### config.mk
export PLATFORM = sky130hd
export DESIGN_NAME = display_scan_mux
export DESIGN_NICKNAME = d
export VERILOG_FILES = /design/src/rtl/display_scan_mux.sv
export SDC_FILE = /design/constraint.sdc
export NUM_CORES = 1
export LEC_CHECK = 0
export BUFFER_PORTS_ARGS = -buffer_cell sky130_fd_sc_hd__buf_4
export CAP_MARGIN = 20
export CORE_MARGIN = 2
export CORE_UTILIZATION = 25
export CTS_CLUSTER_SIZE = 28
export DETAILED_ROUTE_END_ITERATION = 6
export GPL_ROUTABILITY_DRIVEN = 0
export HOLD_SLACK_MARGIN = 0.15
export PLACE_DENSITY_LB_ADDON = 0.08
export SLEW_MARGIN = 20
export SYNTH_ARGS = -nofsm -noshare
export SYNTH_HDL_FRONTEND = slang
export SYNTH_SLANG_ARGS = --single-unit
export TNS_END_PERCENT = 10
### constraint.sdc
create_clock -name clk -period 2.9 [get_ports clk]
set_clock_uncertainty 0.2 [all_clocks]
set_input_delay 0.58 -clock clk [delete_from_list [all_inputs] [get_ports clk]]
set_output_delay 0.58 -clock clk [all_outputs]
set_load 0.02 [all_outputs]
### src/rtl/display_scan_mux.sv
// Time-multiplexed scanner for a common-anode multi-digit 7-segment display.
// Double-buffered value with frame-boundary swap and optional leading-zero blanking.
module display_scan_mux #(
  parameter int unsigned N_DIGITS    = 4,
  parameter int unsigned REFRESH_DIV = 27000
) (
  input  logic                    clk,
  input  logic                    rst,
  input  logic [4*N_DIGITS-1:0]   data_i,
  input  logic                    load_i,
  input  logic                    blank_lz_i,
  output logic [3:0]              nibble_o,
  output logic [N_DIGITS-1:0]     anode_o,
  output logic                    frame_o,
  output logic                    pending_o
);

  localparam int unsigned DATA_W = 4 * N_DIGITS;
  localparam int unsigned CNT_W  = (REFRESH_DIV > 1) ? $clog2(REFRESH_DIV) : 1;
  localparam int unsigned IDX_W  = (N_DIGITS > 1) ? $clog2(N_DIGITS) : 1;

  logic [CNT_W-1:0]  r_cnt;
  logic [IDX_W-1:0]  r_idx;
  logic [DATA_W-1:0] r_active;
  logic [DATA_W-1:0] r_shadow;
  logic              r_pending;
  logic              r_frame;

  logic              w_tick;
  logic              w_wrap;
  logic [3:0]        w_digit;
  logic              w_blank;
  logic              w_run_zero;

  assign w_tick = (r_cnt == CNT_W'(REFRESH_DIV - 1));
  assign w_wrap = w_tick && (r_idx == IDX_W'(N_DIGITS - 1));

  // Scan counters, shadow buffer and frame-boundary swap; a load issued on
  // the swap edge overrides the pending clear so the new data waits a frame.
  always_ff @(posedge clk) begin
    if (rst) begin
      r_cnt     <= '0;
      r_idx     <= '0;
      r_active  <= '0;
      r_shadow  <= '0;
      r_pending <= 1'b0;
      r_frame   <= 1'b0;
    end else begin
      r_frame <= w_wrap;
      if (w_tick) begin
        r_cnt <= '0;
        r_idx <= w_wrap ? '0 : r_idx + 1'b1;
      end else begin
        r_cnt <= r_cnt + 1'b1;
      end
      if (w_wrap && r_pending) begin
        r_active  <= r_shadow;
        r_pending <= 1'b0;
      end
      if (load_i) begin
        r_shadow  <= data_i;
        r_pending <= 1'b1;
      end
    end
  end

  // Select current digit; blank it when it and every more-significant digit are zero.
  always_comb begin
    w_digit    = 4'h0;
    w_blank    = 1'b0;
    w_run_zero = 1'b1;
    for (int k = N_DIGITS - 1; k >= 0; k--) begin
      w_run_zero = w_run_zero && (r_active[4*k +: 4] == 4'h0);
      if (r_idx == IDX_W'(k)) begin
        w_digit = r_active[4*k +: 4];
        w_blank = blank_lz_i && (k != 0) && w_run_zero;
      end
    end
  end

  assign anode_o   = w_blank ? '1 : ~(N_DIGITS'(1) << r_idx);
  assign nibble_o  = w_blank ? 4'hF : w_digit;
  assign frame_o   = r_frame;
  assign pending_o = r_pending;

endmodule

==> results.py <==
metrics = {
    "floorplanning": {
        "pin_count": 30,
        "initial_utilization_pct": 25.6,
        "fp.dieW_um": 104,
        "die_y_um": 104,
        "rows": 36,
        "dieArea_um2": 10700,
        "fp.coreArea_um2": 9680,
    },
    "setup_path": {
        "startpoint_type": "flip-flop",
        "crit_arrival_ns": 2.05,
        "cp-end-kind": "primary output",
        "crit_chain": "inv_2 -> ha_4 -> or4b_4 -> a2111oi_4 -> o21ai_4 -> o211ai_1 -> buf_4",
        "critical_path.max_fanout": 7,
        "slowest_delay_ns": 0.49,
        "required_ns": 2.12,
        "crit_path_top_delay_cell": "or4b_4",
        "worstSetupPathType": "reg2out",
    },
    "layout": {
        "final_area_um2": 2940,
        "multiInputGateArea_um2": 1370,
        "final_cell_mix": "49 x dfxtp_1, 35 x buf_4, 34 x mux2i_1, 34 x nor2_1, 20 x or2b_1",
        "fin_nets": 308,
        "seq_area_um2": 1020,
        "finish.utilization_pct": 30.4,
        "final_common_cell": "dfxtp_1",
        "drive_above_1_share_pct": 20.6,
        "fill_cells": 1037,
        "final_cells": 415,
        "area_growth_pct": 18.8,
        "antennaDiodeCount": 0,
    },
    "job": {
        "maxCapViolCount": 0,
    },
    "power_and_ir_drop": {
        "netSwitchingFraction_pct": 21.7,
        "power.share.clock_pct": 37.5,
        "p_leak_nw": 1.14,
        "fin_total_pwr_mw": 1.29,
        "power_density_nw_per_um2": 440,
        "sequentialPowerShare_pct": 56.3,
        "p_int_mw": 1.01,
        "vdd_drop_max_mv": 0.235,
        "p_switching_mw": 0.281,
        "combinationalPowerShare_pct": 6.2,
    },
    "synth": {
        "synth_cell_types": 38,
        "synthCells": 257,
        "synth_ff_type": "dfxtp_1",
        "ys_warn_count": 0,
        "netlist_area_um2": 2480,
        "async_reset_ff_share_pct": 0,
        "yosysSeqAreaShare_pct": 41.2,
        "synth_fp_nets": 283,
        "ys_ff_latch": 51,
        "synth_edf_count": 0,
        "synth.avg_cell_area_um2": 9.64,
    },
    "timing": {
        "drv_slew": 0,
        "min_period_ns": 2.83,
        "hold_viol": 0,
        "hold_slack_ns": 0.273,
        "finalCritPeriodShare_pct": 97.7,
        "setup-tns-final_ns": 0,
        "maxSlewHeadroom_pct": 61.7,
        "fin_ws_ns": 0.0680,
        "max_freq_mhz": 353,
        "setup_violations": 0,
        "rsz0062_at_grt": "yes",
        "tightest_slew_ns": 0.574,
    },
    "global_routing": {
        "antenna_found_initial": 0,
        "grt_use_met1_pct": 15.2,
        "top_usage_layer": "met1",
        "grt_max_degree": 54,
        "grt_usage_pct": 10.0,
        "grt_overflow": 0,
        "grt_util_met3_pct": 2.33,
        "grt_pass1_wl_mm": 8.67,
        "grt_util_met2_pct": 13.8,
        "first_global_vias": 1635,
    },
    "routing": {
        "drt_iter0_drc": 40,
        "vias_per_cell": 4.26,
        "wl_per_cell_um": 12.6,
        "first_pass_iters": 4,
        "wl_mm": 5.23,
        "drcViolationCount": 0,
        "antenna_left": 0,
        "num_vias": 1767,
    },
    "clock_tree": {
        "postCtsHoldBufs": 0,
        "root_buffer": "clkbuf_8",
        "clk_latency_ns": 0.30,
        "cts_tree": "built",
        "htree_num_levels": 2,
        "path_clk_slew_ns": 0.10,
        "cts_buffer_depth": 2,
        "clock_sinks": 51,
        "cts_buffers": 5,
    },
    "place": {
        "place_ws_ns": 0.140,
        "placed_cells": 407,
        "io_buffers": 29,
        "dp_hpwl_mm": 3.61,
        "place_area_um2": 2790,
    },
    "min_path": {
        "hp-class": "reg2reg",
    },
    "outcome": {
        "status": "finished, final reports clean",
    },
}
[registers in the layout, summed over array words and instances, names as in the netlist]
signal / count
r_active: 16
r_shadow: 16
r_cnt: 15
r_idx: 2
frame_o: 1
pending_o: 1
[per-layer routing]
metal | wire length, um | vias to the layer above | share of wire (%)
met3 | 200 | 4 | 3.8
met4 | 52 | 0 | 0.99
met1 | 2900 | 822 | 55
met2 | 2080 | 27 | 40
li1 | - | 914 | -
met5 | 0 | - | 0
[power by group through the flow]
stage          Sequential, mW  Combinational, mW  Clock [mW]
2_1_floorplan           0.742             0.0517           0
3_3_place_gp            0.745             0.0820           0
3_5_place_dp            0.745             0.0826           0
4_1_cts                 0.729             0.0828       0.514
5_1_grt                 0.732             0.0903       0.546
6_report                0.728             0.0804       0.486
[critical path: cells and delay by family (launching register included)]
family | cells | cell delay, ns
DFF | 1 | 0.34
AOI/OAI and AO/OA | 3 | 0.55
adders and majority gates | 1 | 0.15
and+or+nand+nor | 1 | 0.49
buffers and inverters | 2 | 0.22
[final timing paths]
| path | slack (ns) | to | from | cells after the start |
|---|---|---|---|---|
| setup / recovery | 0.07 | nibble_o[0] | r_idx[1] | 7 |
| hold / removal | 0.27 | r_cnt[0] | r_cnt[0] | 1 |
| setup reg to reg | 0.63 | r_cnt[6] | r_cnt[0] | 5 |
| hold reg to reg | 0.27 | r_cnt[0] | r_cnt[0] | 1 |
[cells in the mapped netlist, types with 3 or more instances]
cell type,count,area share [%]
a21oi_1,10,2.0
buf_6,3,1.4
clkbuf_1,8,1.2
dfxtp_1,51,41
ha_1,6,3.0
inv_1,6,0.91
mux2i_1,34,14
nand2_1,13,2.0
nand2b_1,14,3.5
nand3_1,5,1.0
nand3b_1,4,1.2
nand4_1,6,1.5
nor2_1,34,5.2
o211ai_1,4,1.2
or2b_1,20,6.1
xor2_1,12,4.2
[area by class of cell]
cell class | instances | area share [%]
well taps | 133 | 5.65
clock buffers | 6 | 2.47
inverters | 6 | 0.765
clock inverters | 1 | 1.02
multi-input cells | 183 | 46.4
flip-flops and latches | 51 | 34.8
repair buffers | 35 | 8.93
[logic make-up after synthesis]
logic type | synth area share, %
compound gates | 4.39
xor+xnor | 4.60
mux | 13.7
fa+ha+maj | 3.03
simple gates | 27.6
buf+inv | 5.45
flops | 41.2
[timing repair]
| item | 4_1_cts | 5_1_grt |
|---|---|---|
| setup endpoints to repair | 7 | 7 |
| buffers inserted | 1 | 0 |
| gates resized for setup | 7 | 4 |
| pin swaps | 4 | 0 |
Note: power is estimated with default switching activity, not from simulation.
